--- src/rtl/mem_access_unit.sv ---
// Memory-side stage: decodes mem_ctrl/ir_ld, drives the synchronous IRAM/DRAM and holds PC, MAR, IR and MBR.
// Optional access counters (n_ifetch/n_dread/n_dwrite) are built when MEM_STATS_EN is defined.
module mem_access_unit #(
    parameter int DATA_W  = 8,
    parameter int ADDR_W  = 16,
    parameter int IADDR_W = 8,
    parameter int IW      = 16
) (
    input  logic               clk,
    input  logic               rst,
    input  logic [2:0]         mem_ctrl,
    input  logic               ir_ld,
    input  logic               mar_ld,
    input  logic               pc_ld,
    input  logic [ADDR_W-1:0]  bus_in,
    input  logic [DATA_W-1:0]  ac_in,
    output logic               iram_en,
    output logic [IADDR_W-1:0] iram_addr,
    input  logic [IW-1:0]      iram_rdata,
    output logic               dram_en,
    output logic               dram_we,
    output logic [ADDR_W-1:0]  dram_addr,
    output logic [DATA_W-1:0]  dram_wdata,
    input  logic [DATA_W-1:0]  dram_rdata,
    output logic [5:0]         MBRU,
    output logic [DATA_W-1:0]  mbr,
    output logic [IADDR_W-1:0] pc,
    output logic [IW-1:0]      ir,
    output logic               illegal
`ifdef MEM_STATS_EN
    ,
    output logic [15:0]        n_ifetch,
    output logic [15:0]        n_dread,
    output logic [15:0]        n_dwrite
`endif
);

    logic [IADDR_W-1:0] pc_q, pc_d;
    logic [ADDR_W-1:0]  mar_q, mar_d;
    logic [IW-1:0]      ir_q, ir_d;
    logic [DATA_W-1:0]  mbr_q, mbr_d;
    logic               rd_pend_q, rd_pend_d;
    logic               illegal_q, illegal_d;

    logic is_fetch, is_read, is_write, is_bad;

    assign is_fetch = (mem_ctrl == 3'b100);
    assign is_read  = (mem_ctrl == 3'b010);
    assign is_write = (mem_ctrl == 3'b001);
    assign is_bad   = (mem_ctrl[0] & mem_ctrl[1]) | (mem_ctrl[0] & mem_ctrl[2]) |
                      (mem_ctrl[1] & mem_ctrl[2]);

    // Strobes are masked by rst so an access in flight drops the moment reset arrives.
    assign iram_en    = ~rst & is_fetch;
    assign iram_addr  = pc_q;
    assign dram_en    = ~rst & (is_read | is_write);
    assign dram_we    = ~rst & is_write;
    assign dram_addr  = mar_q;
    assign dram_wdata = ac_in;

    assign MBRU    = rst ? 6'd0 : (ir_ld ? iram_rdata[IW-1:IW-6] : ir_q[IW-1:IW-6]);
    assign mbr     = rd_pend_q ? dram_rdata : mbr_q;
    assign pc      = pc_q;
    assign ir      = ir_q;
    assign illegal = illegal_q;

    always_comb begin
        pc_d      = pc_q;
        mar_d     = mar_q;
        ir_d      = ir_q;
        mbr_d     = mbr_q;
        rd_pend_d = is_read;
        illegal_d = illegal_q | is_bad;
        if (pc_ld) begin
            pc_d = bus_in[IADDR_W-1:0];
        end else if (is_fetch) begin
            pc_d = pc_q + 1'b1;
        end
        if (mar_ld) begin
            mar_d = bus_in;
        end
        if (ir_ld) begin
            ir_d = iram_rdata;
        end
        // A write issued in the same cycle as returning read data is the newer value.
        if (is_write) begin
            mbr_d = ac_in;
        end else if (rd_pend_q) begin
            mbr_d = dram_rdata;
        end
    end

    always_ff @(posedge clk or posedge rst) begin
        if (rst) begin
            pc_q      <= '0;
            mar_q     <= '0;
            ir_q      <= '0;
            mbr_q     <= '0;
            rd_pend_q <= 1'b0;
            illegal_q <= 1'b0;
        end else begin
            pc_q      <= pc_d;
            mar_q     <= mar_d;
            ir_q      <= ir_d;
            mbr_q     <= mbr_d;
            rd_pend_q <= rd_pend_d;
            illegal_q <= illegal_d;
        end
    end

`ifdef MEM_STATS_EN
    logic [15:0] n_ifetch_q, n_dread_q, n_dwrite_q;

    always_ff @(posedge clk or posedge rst) begin
        if (rst) begin
            n_ifetch_q <= '0;
            n_dread_q  <= '0;
            n_dwrite_q <= '0;
        end else begin
            if (is_fetch && n_ifetch_q != 16'hFFFF) n_ifetch_q <= n_ifetch_q + 16'd1;
            if (is_read  && n_dread_q  != 16'hFFFF) n_dread_q  <= n_dread_q + 16'd1;
            if (is_write && n_dwrite_q != 16'hFFFF) n_dwrite_q <= n_dwrite_q + 16'd1;
        end
    end

    assign n_ifetch = n_ifetch_q;
    assign n_dread  = n_dread_q;
    assign n_dwrite = n_dwrite_q;
`endif

endmodule
--- config.mk ---
export PLATFORM = sky130hd
export DESIGN_NAME = mem_access_unit
export DESIGN_NICKNAME = d
export VERILOG_FILES = /design/src/rtl/mem_access_unit.sv
export SDC_FILE = /design/constraint.sdc
export NUM_CORES = 1
export LEC_CHECK = 0
export CORE_UTILIZATION = 38
export DETAILED_ROUTE_END_ITERATION = 10
export GPL_ROUTABILITY_DRIVEN = 0
export PLACE_DENSITY_LB_ADDON = 0.3
export SLEW_MARGIN = 20
export SYNTH_ARGS = -nofsm -noshare
export SYNTH_HDL_FRONTEND = slang
export SYNTH_SLANG_ARGS = --single-unit
--- constraint.sdc ---
create_clock -name clk -period 2.05 [get_ports clk]
set_input_delay 0.205 -clock clk [delete_from_list [all_inputs] [get_ports clk]]
set_output_delay 0.205 -clock clk [all_outputs]
set_load 0.05 [all_outputs]
==> flow_summary.rst, run 1 <==
.. list-table::
   :header-rows: 1

   * - Metric
     - Value
   * - Root buffer cell
     - sky130_fd_sc_hd__clkbuf_8
   * - Overflow left after global routing
     - 0
   * - Final period util
     - 90.0%
   * - Crit path cell chain
     - clkdlybuf4s50_1, mux2_2, and2_1, buf_4
   * - Die height
     - 80.0 um
   * - Routed via count divided by cell count
     - 4.78
   * - Fmax
     - 542 MHz
   * - Worst clock skew
     - 0.00739 ns
   * - Avg Inst Size Synth
     - 12.8 um^2
   * - Floorplan row count
     - 28
   * - Post-CTS Resized
     - 0
   * - Vias in the first global route
     - 1,860
   * - Antenna fix cells
     - 0
   * - Floorplan die area
     - 6400 um^2
   * - Vias post-DR
     - 1,805
   * - Total nets after synthesis
     - 238
   * - Final-report max-slew violation count
     - 0
   * - Post-cts hold buffer count
     - 0
   * - Number of enable-type register cells in the synthesized netlist
     - 0
   * - Total wire length after detailed routing
     - 5.37 mm
   * - Post-synthesis cell count
     - 181
   * - Die X
     - 80.0 um
   * - Area share of the largest cell type after synthesis
     - 54.1%
   * - Fraction of power spent switching nets
     - 37.3%
   * - Global-route wire length before repair
     - 8.56 mm
   * - Leading cell type by number of instances after synthesis
     - sky130_fd_sc_hd__dfrtp_1
   * - Synth-to-layout area growth
     - 59.3%
   * - Post-CTS setup repair buffer count
     - 0
   * - Final routed DRC violation total
     - 0
   * - Main flop type after synthesis
     - sky130_fd_sc_hd__dfrtp_1
   * - Number of non-filler instances in the completed layout
     - 378
   * - Synth top area cells
     - sky130_fd_sc_hd__dfrtp_1 (54%), sky130_fd_sc_hd__mux2_2 (23%), sky130_fd_sc_hd__buf_4 (5.2%), sky130_fd_sc_hd__and2_1 (2.2%), sky130_fd_sc_hd__clkbuf_1 (1.3%)
   * - Final-layout setup total negative slack
     - 0 ns
   * - Result of the run
     - finished clean
   * - Slew HR
     - 64.6%
   * - Number of buffer and inverter stages on the critical path
     - 2
   * - H-Tree Level Count
     - 2
   * - Final-report hold violation count
     - 0
   * - Inserted Clock Buffers
     - 5
   * - Total global-route track usage
     - 17.3%
   * - Input/output buffers
     - 129
   * - Num Clock Sinks
     - 50
   * - Slowest stage cell on the critical path
     - sky130_fd_sc_hd__clkdlybuf4s50_1
   * - Half-perimeter wire length of the detailed placement result
     - 4.21 mm
   * - Yosys Warn Count
     - 0
   * - Peak supply drop
     - 386 uV
   * - Required time worst endpoint
     - 1.85 ns
   * - Routed length per placed instance
     - 14.2 um
   * - Deepest clock path buffer count
     - 2
   * - Part of the power in the clock network
     - 19.9%
   * - Pre-Repair DR Iteration Count
     - 4
   * - Asr flop ratio synth
     - 100%
   * - Layout cells sized above 1
     - 28.7%
   * - HP Class
     - in2async
   * - Most area-hungry cell type in the Yosys netlist
     - sky130_fd_sc_hd__dfrtp_1
   * - Total I/O pin count
     - 130
   * - Number of violations reported at the end of detailed-routing iteration 0
     - 71
   * - Critical path arrival
     - 1.64 ns
   * - Sequential fraction of the synthesis area
     - 54.1%
   * - Count of antenna-violating nets left after detailed routing
     - 0
   * - Type of destination of the critical path
     - output port
   * - Post-synthesis cell area
     - 2310 um^2
   * - Leakage power
     - 0.00153 uW
   * - Critical path peak fanout
     - 9
   * - Number of distinct library cells after synthesis
     - 31
   * - Post-route minimum period
     - 1.84 ns
   * - Tightest Pin Transition
     - 0.530 ns
   * - Total core area
     - 5890 um^2
   * - Net total in the final layout
     - 359
   * - Power density relative to cell area
     - 792 nW/um^2
   * - Multi-input logic area
     - 905 um^2
   * - Final core utilization
     - 62.6%
   * - TritonCTS clock tree
     - done
   * - Number of placed instances, taps included
     - 370
   * - Clock slew at the register clock pins of the worst setup and hold paths
     - 0.09 ns
   * - Family of cells with the greatest summed delay on the critical path
     - buffers and inverters
   * - Antenna violations before repair
     - 0
   * - Delay of the slowest critical-path stage
     - 0.69 ns
   * - Clock network latency to the later pin of the worst-skew pair
     - 0.29 ns
   * - Net switching power
     - 1090 uW
   * - Internal power
     - 1830 uW
   * - Maximum number of pins on one net before global-route repair
     - 24
   * - Fillers
     - 495
   * - Synth cell count leaders
     - sky130_fd_sc_hd__dfrtp_1 (50), sky130_fd_sc_hd__mux2_2 (48), sky130_fd_sc_hd__buf_4 (16)
   * - Setup-failing EPs final
     - 0
   * - Max-cap check violation count
     - 0
   * - Critical path launch point type
     - input pin
   * - Sequential cell area
     - 1250 um^2
   * - Setup repair after global routing missed its margin
     - no
   * - Flop pwr share
     - 39.7%
   * - Start-to-end type of the worst setup path
     - in2out
   * - Yosys reg bits
     - 50
   * - Initial Util
     - 39.3%
   * - Combinational group share of total power
     - 40.4%
[power by group through the flow]
| stage | Sequential [uW] | Combinational, uW | Clock [uW] |
|---|---|---|---|
| floorplan | 1450 | 498 | 0 |
| global placement | 1180 | 1180 | 0 |
| detailed placement | 1180 | 1190 | 0 |
| CTS | 1160 | 1190 | 616 |
| global route | 1180 | 1240 | 646 |
| finish | 1160 | 1180 | 580 |
[registers in the layout (all words and copies together) (netlist names)]
name / count
illegal: 1
iram_addr: 8
ir: 16
mbr_q: 8
dram_addr: 16
rd_pend_q: 1
[layout by cell type (no fill, tap or decap), types with 2 or more instances in the layout]
master                              n
sky130_fd_sc_hd__o21ai_1            2
sky130_fd_sc_hd__dfrtp_1           50
sky130_fd_sc_hd__mux2_2            48
sky130_fd_sc_hd__nand3_1            5
sky130_fd_sc_hd__nand2_1            7
sky130_fd_sc_hd__buf_4             27
sky130_fd_sc_hd__nor2_1             2
sky130_fd_sc_hd__nor2b_1            4
sky130_fd_sc_hd__nand4_1            2
sky130_fd_sc_hd__xnor2_1            2
sky130_fd_sc_hd__or4_1              4
sky130_fd_sc_hd__and2_1             8
sky130_fd_sc_hd__o21ai_0            5
sky130_fd_sc_hd__clkdlybuf4s50_1  109
sky130_fd_sc_hd__buf_12             2
sky130_fd_sc_hd__clkbuf_8           6
[cells by family (layout without fill, tap and decap cells)]
| family | Yosys count | in the layout | synth area share (%) |
|---|---|---|---|
| AO/OA/AOI/OAI | 12 | 12 | 3.03 |
| XOR/XNOR | 3 | 3 | 1.14 |
| adder cells (fa/ha/maj) | 1 | 1 | 0.541 |
| buffers and inverters | 26 | 148 | 6.81 |
| flip-flops | 50 | 50 | 54.1 |
| multiplexers | 49 | 49 | 23.8 |
| AND/OR/NAND/NOR | 40 | 40 | 10.6 |
[final timing paths]
kind / start / cells past startpoint / end / slack (ns)
worst min register to register: illegal / 1 / illegal / 0.48
max in group asynchronous: rst / 3 / iram_addr[4] / 1.21
worst max-delay path: ir_ld / 4 / MBRU[1] / 0.21
worst max register to register: iram_addr[0] / 5 / iram_addr[4] / 0.45
min in group clk: bus_in[0] / 3 / iram_addr[0] / 0.47
worst min-delay path: rst / 2 / ir[11] / 0.27
[metal layers]
metal  global-route usage (%)  wire length, um  up-vias
met1                     20.8             2180      854
met5                        0                0        -
met2                     29.3             2560       86
li1                         -                -      858
met3                     6.06              582        7
met4                     4.29               49        0
[per-stage QoR]
| step | setup WS, ns | cell area (um^2) | hold WS [ns] | power, uW |
|---|---|---|---|---|
| final | 0.205 | 3690 | 0.267 | 2920 |
| after global placement | 0.176 | 3590 | 0.467 | 2350 |
| after CTS | 0.189 | 3690 | 0.265 | 2970 |
| after global routing | 0.136 | 3690 | 0.286 | 3060 |
| after floorplan | 0.150 | 2320 | 0.266 | 1950 |
| after detailed placement | 0.165 | 3590 | 0.461 | 2370 |
[final cells by class]
class,count,share of cell area [%]
inverter,2,0.305
clock inverter,1,0.136
multi-input combinational,105,24.5
timing repair buffer,138,36.2
tap,75,2.55
clock buffer,7,2.34
sequential,50,33.9
Power figures use the tool's default switching activity.
==> run 2: changes to the inputs <==
- CTS_CLUSTER_DIAMETER: unset -> 150
==> results of run 2 <==
Same layout as run 1: the final DEF is identical, and so are final timing and power.
